==> src/rtl/mb_io_arb_if.sv <==
// Bus bundle between the two register masters, the arbiter and the shared
// per-channel DMA register port.
interface mb_io_arb_if #(
    parameter int C_ADDR_WIDTH = 12
);
    logic                    m0_stb;
    logic                    m0_we;
    logic [C_ADDR_WIDTH-1:0] m0_addr;
    logic [31:0]             m0_wdata;
    logic                    m0_ready;
    logic [31:0]             m0_rdata;

    logic                    m1_stb;
    logic                    m1_we;
    logic [C_ADDR_WIDTH-1:0] m1_addr;
    logic [31:0]             m1_wdata;
    logic                    m1_ready;
    logic [31:0]             m1_rdata;

    logic [C_ADDR_WIDTH-1:0] reg_addr;
    logic [31:0]             reg_wdata;
    logic                    reg_write;
    logic                    reg_read;
    logic [31:0]             reg_rdata;

    logic                    busy;
    logic                    proto_err;

    // Arbiter side
    modport slave (
        input  m0_stb, m0_we, m0_addr, m0_wdata,
        output m0_ready, m0_rdata,
        input  m1_stb, m1_we, m1_addr, m1_wdata,
        output m1_ready, m1_rdata,
        output reg_addr, reg_wdata, reg_write, reg_read,
        input  reg_rdata,
        output busy, proto_err
    );

    // Environment side: both masters plus the register file
    modport master (
        output m0_stb, m0_we, m0_addr, m0_wdata,
        input  m0_ready, m0_rdata,
        output m1_stb, m1_we, m1_addr, m1_wdata,
        input  m1_ready, m1_rdata,
        input  reg_addr, reg_wdata, reg_write, reg_read,
        output reg_rdata,
        input  busy, proto_err
    );
endinterface

==> src/rtl/mb_io_arb.sv <==
// Round-robin arbiter serialising single-beat MCS IO and host register
// requests onto the shared DMA register port, one transaction in flight.
module mb_io_arb #(
    parameter int C_ADDR_WIDTH = 12,
    parameter int C_RD_LATENCY = 2
) (
    input  logic       sys_clk,
    input  logic       sys_rst,
    mb_io_arb_if.slave bus
);
    typedef enum logic [1:0] {
        ST_IDLE   = 2'd0,
        ST_ACCESS = 2'd1,
        ST_WAIT   = 2'd2,
        ST_RESP   = 2'd3
    } state_t;

    localparam logic [3:0] RD_LAT = 4'(C_RD_LATENCY);

    state_t                  state_r;
    logic                    pend0_r, pend1_r;
    logic                    slot0_we_r, slot1_we_r;
    logic [C_ADDR_WIDTH-1:0] slot0_addr_r, slot1_addr_r;
    logic [31:0]             slot0_wdata_r, slot1_wdata_r;
    logic                    cur_r, cur_we_r, last_grant_r;
    logic [3:0]              cnt_r;
    logic [C_ADDR_WIDTH-1:0] reg_addr_r;
    logic [31:0]             reg_wdata_r;
    logic                    reg_write_r, reg_read_r;
    logic                    m0_ready_r, m1_ready_r;
    logic [31:0]             m0_rdata_r, m1_rdata_r;
    logic                    busy_r, proto_err_r;

    logic                    grant_s, sel_s;
    logic                    inflight_s, accept0_s, accept1_s, err_s;
    logic                    sel_we_s;
    logic [C_ADDR_WIDTH-1:0] sel_addr_s;
    logic [31:0]             sel_wdata_s;

    // The RESP cycle is not "in flight": a strobe alongside ready is a new request
    assign inflight_s  = (state_r == ST_ACCESS) || (state_r == ST_WAIT);
    assign accept0_s   = bus.m0_stb && !pend0_r && !(inflight_s && !cur_r);
    assign accept1_s   = bus.m1_stb && !pend1_r && !(inflight_s && cur_r);
    assign err_s       = (bus.m0_stb && !accept0_s) || (bus.m1_stb && !accept1_s);
    assign sel_we_s    = sel_s ? slot1_we_r    : slot0_we_r;
    assign sel_addr_s  = sel_s ? slot1_addr_r  : slot0_addr_r;
    assign sel_wdata_s = sel_s ? slot1_wdata_r : slot0_wdata_r;

    // Grant selection in IDLE: sole requester wins, contention goes to !last_grant
    always_comb begin
        grant_s = 1'b0;
        sel_s   = 1'b0;
        if (state_r == ST_IDLE) begin
            if (pend0_r && pend1_r) begin
                grant_s = 1'b1;
                sel_s   = ~last_grant_r;
            end else if (pend0_r) begin
                grant_s = 1'b1;
                sel_s   = 1'b0;
            end else if (pend1_r) begin
                grant_s = 1'b1;
                sel_s   = 1'b1;
            end else begin
                grant_s = 1'b0;
                sel_s   = 1'b0;
            end
        end else begin
            grant_s = 1'b0;
            sel_s   = 1'b0;
        end
    end

    // Request slots: latch command fields of accepted strobes
    always_ff @(posedge sys_clk) begin
        if (sys_rst) begin
            slot0_we_r    <= 1'b0;
            slot0_addr_r  <= '0;
            slot0_wdata_r <= 32'h0000_0000;
            slot1_we_r    <= 1'b0;
            slot1_addr_r  <= '0;
            slot1_wdata_r <= 32'h0000_0000;
        end else begin
            if (accept0_s) begin
                slot0_we_r    <= bus.m0_we;
                slot0_addr_r  <= bus.m0_addr;
                slot0_wdata_r <= bus.m0_wdata;
            end
            if (accept1_s) begin
                slot1_we_r    <= bus.m1_we;
                slot1_addr_r  <= bus.m1_addr;
                slot1_wdata_r <= bus.m1_wdata;
            end
        end
    end

    // Transaction sequencer with registered register-port and master outputs
    always_ff @(posedge sys_clk) begin
        if (sys_rst) begin
            state_r      <= ST_IDLE;
            pend0_r      <= 1'b0;
            pend1_r      <= 1'b0;
            cur_r        <= 1'b0;
            cur_we_r     <= 1'b0;
            last_grant_r <= 1'b1;
            cnt_r        <= 4'd0;
            reg_addr_r   <= '0;
            reg_wdata_r  <= 32'h0000_0000;
            reg_write_r  <= 1'b0;
            reg_read_r   <= 1'b0;
            m0_ready_r   <= 1'b0;
            m1_ready_r   <= 1'b0;
            m0_rdata_r   <= 32'h0000_0000;
            m1_rdata_r   <= 32'h0000_0000;
            busy_r       <= 1'b0;
            proto_err_r  <= 1'b0;
        end else begin
            reg_write_r <= 1'b0;
            reg_read_r  <= 1'b0;
            m0_ready_r  <= 1'b0;
            m1_ready_r  <= 1'b0;
            if (err_s) begin
                proto_err_r <= 1'b1;
            end
            // accept needs pend clear while grant needs pend set, so these never collide
            if (accept0_s) begin
                pend0_r <= 1'b1;
            end else if (grant_s && !sel_s) begin
                pend0_r <= 1'b0;
            end
            if (accept1_s) begin
                pend1_r <= 1'b1;
            end else if (grant_s && sel_s) begin
                pend1_r <= 1'b0;
            end
            case (state_r)
                ST_IDLE: begin
                    if (grant_s) begin
                        cur_r        <= sel_s;
                        cur_we_r     <= sel_we_s;
                        last_grant_r <= sel_s;
                        reg_addr_r   <= sel_addr_s;
                        reg_wdata_r  <= sel_wdata_s;
                        reg_write_r  <= sel_we_s;
                        reg_read_r   <= ~sel_we_s;
                        cnt_r        <= sel_we_s ? 4'd0 : RD_LAT;
                        busy_r       <= 1'b1;
                        state_r      <= ST_ACCESS;
                    end
                end
                ST_ACCESS: begin
                    if (cur_we_r) begin
                        state_r <= ST_RESP;
                        if (cur_r) begin
                            m1_ready_r <= 1'b1;
                            m1_rdata_r <= 32'h0000_0000;
                        end else begin
                            m0_ready_r <= 1'b1;
                            m0_rdata_r <= 32'h0000_0000;
                        end
                    end else begin
                        state_r <= ST_WAIT;
                    end
                end
                ST_WAIT: begin
                    // cnt reaches 1 in the cycle reg_rdata becomes valid
                    if (cnt_r == 4'd1) begin
                        state_r <= ST_RESP;
                        if (cur_r) begin
                            m1_ready_r <= 1'b1;
                            m1_rdata_r <= bus.reg_rdata;
                        end else begin
                            m0_ready_r <= 1'b1;
                            m0_rdata_r <= bus.reg_rdata;
                        end
                    end else begin
                        cnt_r <= cnt_r - 4'd1;
                    end
                end
                ST_RESP: begin
                    state_r <= ST_IDLE;
                    busy_r  <= 1'b0;
                end
                default: begin
                    state_r <= ST_IDLE;
                    busy_r  <= 1'b0;
                end
            endcase
        end
    end

    assign bus.reg_addr  = reg_addr_r;
    assign bus.reg_wdata = reg_wdata_r;
    assign bus.reg_write = reg_write_r;
    assign bus.reg_read  = reg_read_r;
    assign bus.m0_ready  = m0_ready_r;
    assign bus.m0_rdata  = m0_rdata_r;
    assign bus.m1_ready  = m1_ready_r;
    assign bus.m1_rdata  = m1_rdata_r;
    assign bus.busy      = busy_r;
    assign bus.proto_err = proto_err_r;
endmodule

==> src/flat_wrapper.sv <==
// flat-port wrapper written by rule: the top's interface ports become plain ports
module mb_io_arb_flat 
#(
    parameter int C_ADDR_WIDTH = 12,
    parameter int C_RD_LATENCY = 2
)
  (sys_clk, sys_rst, bus_m0_stb, bus_m0_we, bus_m0_addr, bus_m0_wdata, bus_m0_ready, bus_m0_rdata, bus_m1_stb, bus_m1_we, bus_m1_addr, bus_m1_wdata, bus_m1_ready, bus_m1_rdata, bus_reg_addr, bus_reg_wdata, bus_reg_write, bus_reg_read, bus_reg_rdata, bus_busy, bus_proto_err);
  mb_io_arb_if #(.C_ADDR_WIDTH(C_ADDR_WIDTH)) bus_i ();
  input  logic sys_clk;
  input  logic sys_rst;
  input wire logic [$bits(bus_i.m0_stb)-1:0] bus_m0_stb;
  input wire logic [$bits(bus_i.m0_we)-1:0] bus_m0_we;
  input wire logic [$bits(bus_i.m0_addr)-1:0] bus_m0_addr;
  input wire logic [$bits(bus_i.m0_wdata)-1:0] bus_m0_wdata;
  output wire logic [$bits(bus_i.m0_ready)-1:0] bus_m0_ready;
  output wire logic [$bits(bus_i.m0_rdata)-1:0] bus_m0_rdata;
  input wire logic [$bits(bus_i.m1_stb)-1:0] bus_m1_stb;
  input wire logic [$bits(bus_i.m1_we)-1:0] bus_m1_we;
  input wire logic [$bits(bus_i.m1_addr)-1:0] bus_m1_addr;
  input wire logic [$bits(bus_i.m1_wdata)-1:0] bus_m1_wdata;
  output wire logic [$bits(bus_i.m1_ready)-1:0] bus_m1_ready;
  output wire logic [$bits(bus_i.m1_rdata)-1:0] bus_m1_rdata;
  output wire logic [$bits(bus_i.reg_addr)-1:0] bus_reg_addr;
  output wire logic [$bits(bus_i.reg_wdata)-1:0] bus_reg_wdata;
  output wire logic [$bits(bus_i.reg_write)-1:0] bus_reg_write;
  output wire logic [$bits(bus_i.reg_read)-1:0] bus_reg_read;
  input wire logic [$bits(bus_i.reg_rdata)-1:0] bus_reg_rdata;
  output wire logic [$bits(bus_i.busy)-1:0] bus_busy;
  output wire logic [$bits(bus_i.proto_err)-1:0] bus_proto_err;
  assign bus_i.m0_stb = bus_m0_stb;
  assign bus_i.m0_we = bus_m0_we;
  assign bus_i.m0_addr = bus_m0_addr;
  assign bus_i.m0_wdata = bus_m0_wdata;
  assign bus_m0_ready = bus_i.m0_ready;
  assign bus_m0_rdata = bus_i.m0_rdata;
  assign bus_i.m1_stb = bus_m1_stb;
  assign bus_i.m1_we = bus_m1_we;
  assign bus_i.m1_addr = bus_m1_addr;
  assign bus_i.m1_wdata = bus_m1_wdata;
  assign bus_m1_ready = bus_i.m1_ready;
  assign bus_m1_rdata = bus_i.m1_rdata;
  assign bus_reg_addr = bus_i.reg_addr;
  assign bus_reg_wdata = bus_i.reg_wdata;
  assign bus_reg_write = bus_i.reg_write;
  assign bus_reg_read = bus_i.reg_read;
  assign bus_i.reg_rdata = bus_reg_rdata;
  assign bus_busy = bus_i.busy;
  assign bus_proto_err = bus_i.proto_err;
  mb_io_arb #(.C_ADDR_WIDTH(C_ADDR_WIDTH), .C_RD_LATENCY(C_RD_LATENCY)) u_core (.sys_clk(sys_clk), .sys_rst(sys_rst), .bus(bus_i));
endmodule
==> config.mk <==
export PLATFORM = sky130hd
export DESIGN_NAME = mb_io_arb_flat
export DESIGN_NICKNAME = d
export VERILOG_FILES = /design/src/rtl/mb_io_arb_if.sv /design/src/rtl/mb_io_arb.sv /design/src/flat_wrapper.sv
export SDC_FILE = /design/constraint.sdc
export NUM_CORES = 1
export LEC_CHECK = 0
export BUFFER_PORTS_ARGS = -buffer_cell sky130_fd_sc_hd__buf_4
export CAP_MARGIN = 10
export CORE_UTILIZATION = 40
export DETAILED_ROUTE_END_ITERATION = 12
export PLACE_DENSITY = 0.79
export SETUP_SLACK_MARGIN = 0.5
export SKIP_LAST_GASP = 1
export SYNTH_ARGS = -nofsm -noshare
export SYNTH_HDL_FRONTEND = slang
export SYNTH_SLANG_ARGS = --single-unit
==> constraint.sdc <==
create_clock -name sys_clk -period 2 [get_ports sys_clk]
set_input_delay 0.1 -clock sys_clk [delete_from_list [all_inputs] [get_ports sys_clk]]
set_output_delay 0.1 -clock sys_clk [all_outputs]
set_load 0.01 [all_outputs]
# Yosys cells after proc, flatten, opt, wreduce, memory -nomap -nowiden
# Cells that the tools add are included.
# op_classes
n_bitwise	4
n_eq_ne	12
n_mux	42
n_addsub	1
reduce_logical	34
# op_table
operator	count
$mux 32	9
$pmux 32 s2	2
$mux 1	20
$mux 12	1
$logic_and 1x1->1	11
$reduce_and 5->1	2
$reduce_bool 2->1	5
$logic_not 1->1	8
$mux 4	2
$ne 2x1->1 const B	4
$ne 2x2->1 const B	4
$pmux 2 s4	1
$pmux 4 s2	1
$mux 2	3
$pmux 1 s2	3
$reduce_and 2->1	3
$eq 2x2->1 const B	2
$eq 4x1->1 const B	1
$not 1->1	4
$sub 4x1->4 const B	1
$reduce_and 3->1	1
$reduce_or 3->1	1
$eq 2x1->1 const B	1
$logic_not 2->1	1
$logic_or 1x1->1	2
# totals
elab_cells	116
register_bits	215

# Longest topological paths before layout
# depth
ltp_word	8
ltp_mapped	8
ltp_nobuf	6

# Worst setup path before layout
# Ideal clock, no wire load.
# synth_path
path_kind	register to register
start	reg u_core.state_r[0]
end	reg u_core.m1_rdata_r[10] (netlist: u_core.bus.m1_rdata[10])
setup_time_ps	114
n_path_buf	1
path_stages_with_launch	8
path_slack_ps	12
arrival_time_ps	1873
t_required_ps	1886
cell_sequence	dfxtp_1 -> inv_1 -> ha_1 -> or2b_2 -> a221oi_4 -> buf_8 -> mux2i_1 -> nor2_1
# synth_via
elab_chain_cells	3
elab_cells_between_ends	9
# synth_rtl
element	line_no	rtl
start, declared	mb_io_arb.sv:20	state_t state_r;
start signal, assigned	mb_io_arb.sv:99	state_r <= ST_IDLE;
start signal, assigned	mb_io_arb.sv:147	state_r <= ST_ACCESS;
start signal, assigned	mb_io_arb.sv:152	state_r <= ST_RESP;
$eq 2x1->1 / $eq 2x2->1 (equally long branches)	mb_io_arb.sv:135	case (state_r)
$ne 2x1->1 (no line) (tied with other cells)	-	
$reduce_and 5->1 (no line)	-	
end signal, assigned	mb_io_arb.sv:170	m1_rdata_r <= bus.reg_rdata;
end, declared	mb_io_arb.sv:31	logic [31:0] m0_rdata_r, m1_rdata_r;
# Parallel ways exist; a longest one is shown, timed or not.
# A chain may end at the register's enable or synchronous reset.

# Final worst setup path
# layout_path
start	reg u_core.cnt_r[1]
end	reg u_core.m0_rdata_r[1] (netlist: u_core.bus.m0_rdata[1])
# layout_via
elab_chain_cells	3
# layout_rtl
element	line_no	rtl
start, declared	mb_io_arb.sv:26	logic [3:0] cnt_r;
start signal, assigned	mb_io_arb.sv:145	cnt_r <= sel_we_s ? 4'd0 : RD_LAT;
start signal, assigned	mb_io_arb.sv:176	cnt_r <= cnt_r - 4'd1;
$eq 4x1->1	mb_io_arb.sv:166	if (cnt_r == 4'd1) begin
$ne 2x2->1 (no line)	-	
$reduce_and 5->1 (no line)	-	
end signal, assigned	mb_io_arb.sv:173	m0_rdata_r <= bus.reg_rdata;
end, declared	mb_io_arb.sv:31	
# No other way between the ends.

==> results.sh <==
export IMPL_final_min_clock_period_ns=2.09
export IMPL_post_dp_cell_area_um2=10300
export IMPL_critPathArrivalTime_ns=2.43
export IMPL_setup_ws_ns=-0.0907
export IMPL_p_total_w=0.0162
export IMPL_p_sw_w=0.00556
export IMPL_core_area_um2=20200
export IMPL_htree_levels=1
export IMPL_rrSetupSlack_ns=-0.09
export IMPL_fmax_mhz=478
export IMPL_dieArea_um2=21200
export IMPL_max_slew_worst_pin_slew_ns=0.620
export IMPL_synth_most_common_cell="dfxtp_1"
export IMPL_clk_insertion_delay_late_ns=0.51
export IMPL_cp_common_cell="buf_12"
export IMPL_cts_path_max_buffers=3
export IMPL_cpPeakStageDelay_ns=0.41
export IMPL_cts_buffers_inserted=23
export IMPL_die_h_um=145
export IMPL_rsz0062_at_grt="yes"
export IMPL_timing_slew_headroom_pct=58.7
export IMPL_r2r_start="u_core.cnt_r[1]"
export IMPL_holdCritPathClass="in2reg"
export IMPL_p_leak_nw=6.17
export IMPL_ys_warn_count=0
export IMPL_grt_max_degree=131
export IMPL_critPathMaxFanout=12
export IMPL_clk_pin_slew_ns=0.06
export IMPL_regArea_um2=4320
export IMPL_drt_iter0_markers=695
export IMPL_initial_utilization_pct=40.7
export IMPL_slew_violations=0
export IMPL_finalSetupViolations=17
export IMPL_required_ns=2.34
export IMPL_drt_pass1_iterations=6
export IMPL_n_fill_cell=1260
export IMPL_comb_power_share_pct=42.9
export IMPL_rows=52
export IMPL_globalRouteOverflowTotal=0
export IMPL_maxCapViolCount=0
export IMPL_async_reset_ff_share_pct=0
export IMPL_min_from="bus_reg_rdata[11]"
export IMPL_p_sw_share_pct=34.3
export IMPL_syn_avg_cell_area_um2=9.10
export IMPL_design_area_um2=14600
export IMPL_period_share_pct=105
export IMPL_place_congestion=0.881
export IMPL_end_kind="flip-flop"
export IMPL_synth_ff_latch_count=215
export IMPL_drive_gt1_share_pct=43.6
export IMPL_synth_area_top_cells="dfxtp_1 (52%), nand2_1 (8.9%), mux2i_1 (8.1%)"
export IMPL_power_share_clock_pct=24.0
export IMPL_antenna_found_initial=1
export IMPL_synthFlopType="dfxtp_1"
export IMPL_power_frac_seq_pct=33.0
export IMPL_synth_edf_count=0
export IMPL_multi_input_area_um2=4370
export IMPL_via_count=8815
export IMPL_port_buffer_count=239
export IMPL_path_cells="inv_2 > ha_4 > or3b_4 > a221oi_4 > buf_12 > buf_12 > mux2i_1 > nor2_1"
export IMPL_totalWireLength_um=34300
export IMPL_reg2reg_to="u_core.bus.m0_rdata[1]"
export IMPL_final_nets=1470
export IMPL_path_buf_inv=3
export IMPL_synthToLayoutAreaGrowth_pct=77.7
export IMPL_synth_common_cells="dfxtp_1 (215), nand2_1 (195), a21oi_1 (110)"
export IMPL_ys_seq_area_share_pct=52.3
export IMPL_grt_pass1_wl_um=45100
export IMPL_ios=240
export IMPL_place_hpwl_um=14500
export IMPL_p_per_area_nw_per_um2=1110
export IMPL_ctsRootBufferMaster="clkbuf_16"
export IMPL_hold_viol=0
export IMPL_synth_fp_nets=1039
export IMPL_fin_skew_ns=0.0180
export IMPL_critPathSlowestCell="or3b_4"
export IMPL_netlist_area_um2=8240
export IMPL_drc_errors=0
export IMPL_syn_inst=905
export IMPL_vias_per_cell=5.44
export IMPL_synth_area_leader_cell="dfxtp_1"
export IMPL_ant_nets=0
export IMPL_critPathTopFamily="simple AND/OR/NAND/NOR gates"
export IMPL_wl_per_cell_um=21.2
export IMPL_crit_type="reg2reg"
export IMPL_grt_pass1_vias=8344
export IMPL_vdd_drop_max_v=0.000790
export IMPL_grt_usage_pct=26.9
export IMPL_hold_path_depth=4
export IMPL_worstRegToRegCells=8
export IMPL_stdcell_count=1621
export IMPL_die_w_um=145
export IMPL_startpoint_type="flip-flop"
export IMPL_tritoncts="built"
export IMPL_synth_top_cell_area_share_pct=52.3
export IMPL_numClockSinks=215
export IMPL_violations="negative setup slack"
export IMPL_dp_cells=1368
export IMPL_p_int_w=0.0106
export IMPL_synth_distinct_cells=41
export IMPL_whs_endpoint="u_core.bus.m1_rdata[11]"
export IMPL_status="finished with violations"
metal layers:
metal / vias up / wire, um / share of wire (%) / global-route usage, %
met3: 136 / 2570 / 7.5 / 5.99
met5: - / 0 / 0 / 0
met4: 0 / 1960 / 5.7 / 13.2
met2: 511 / 17600 / 51 / 48.3
met1: 4220 / 12200 / 36 / 29.9
li1: 3948 / - / - / -
through the flow:
step	util [%]	TNS [ns]	setup slack, ns	hold WS, ns
floorplan	-	0	0.103	0.236
global placement	50.9	0	0.0543	0.346
detailed placement	50.9	0	0.00229	0.356
CTS	65.5	0	0.0465	0.0000361
global route	72.3	-4.61	-0.178	0.0110
finish	72.3	-0.443	-0.0907	0.0272
worst max path at each step:
stage | startpoint | to | slack (ns) | depth (start not counted)
after floorplan | u_core.cnt_r[1] | u_core.bus.m0_rdata[21] | 0.10 | 7
after global placement | u_core.cnt_r[1] | u_core.bus.m1_rdata[28] | 0.05 | 7
after detailed placement | u_core.cnt_r[1] | u_core.bus.m1_rdata[27] | 0.002 | 7
after CTS | u_core.cnt_r[1] | u_core.bus.m1_rdata[27] | 0.05 | 7
after global routing | u_core.cnt_r[1] | u_core.bus.m0_rdata[1] | -0.18 | 8
final | u_core.cnt_r[1] | u_core.bus.m0_rdata[1] | -0.09 | 8
power groups by stage:
stage	clock, W	sequential (W)	combinational (W)
floorplan	0	0.00525	0.00216
global placement	0	0.00524	0.00328
detailed placement	0	0.00527	0.00334
CTS	0.00389	0.00520	0.00508
global route	0.00408	0.00539	0.00723
finish	0.00389	0.00534	0.00695
sequential cells by signal, indices dropped and copies added, names as in the netlist:
register	cells
u_core.bus.m1_rdata	32
u_core.bus.reg_addr	12
u_core.bus.m0_rdata	32
u_core.slot0_addr_r	12
u_core.pend0_r	1
u_core.bus.proto_err	1
u_core.slot0_we_r	1
u_core.bus.m1_ready	1
u_core.bus.m0_ready	1
u_core.bus.reg_wdata	32
u_core.slot1_addr_r	12
u_core.slot0_wdata_r	32
u_core.state_r	2
u_core.cnt_r	4
u_core.bus.busy	1
u_core.slot1_we_r	1
u_core.last_grant_r	1
u_core.slot1_wdata_r	32
u_core.cur_r	1
u_core.bus.reg_write	1
u_core.pend1_r	1
u_core.cur_we_r	1
u_core.bus.reg_read	1
cells by family (layout without fill, tap and decap cells):
logic type | after synthesis | in the layout | share of synthesized area [%]
AO/OA/AOI/OAI | 168 | 168 | 13.3
adder cells (fa/ha/maj) | 8 | 8 | 1.22
other | 0 | 2 | 0
buffers and inverters | 75 | 519 | 5.35
flip-flops | 215 | 215 | 52.3
multiplexers | 67 | 67 | 8.14
AND/OR/NAND/NOR | 372 | 372 | 19.7
placed cells by master (no fill, tap or decap), types with 6 or more instances in the layout:
master	count
a21oi_1	60
a21oi_2	46
a222oi_1	34
and2_1	12
and2_2	30
buf_12	29
buf_16	16
buf_4	259
buf_6	33
buf_8	7
clkbuf_1	8
clkbuf_16	34
dfxtp_1	209
dlygate4sd3_1	120
mux2i_1	64
nand2_1	109
nand2_2	27
nand2_4	59
nor2_1	108
o22ai_1	6
worst register-to-register path: cells and delay by family (launching register included):
family / cells / cell delay (ns)
AOI/OAI and AO/OA: 1 / 0.33
adders and majority gates: 1 / 0.12
buffers and inverters: 3 / 0.39
and+or+nand+nor: 2 / 0.51
muxes: 1 / 0.27
DFF: 1 / 0.33
what timing repair did:
action	4_1_cts	5_1_grt
pin swaps	38	128
setup endpoints to repair	212	213
gates cloned	18	16
gates resized for setup	107	204
hold endpoints to repair	145	0
setup buffers	27	32
hold buffers	120	0
cell type report:
cell class,instances,share of cell area [%]
clock buffer,32,4.23
multi-input combinational,615,29.8
timing repair buffer,475,33.6
inverter,6,0.205
clock inverter,6,0.248
tap,270,2.31
sequential,215,29.5
antenna,2,0.0342
Power figures use the tool's default switching activity.
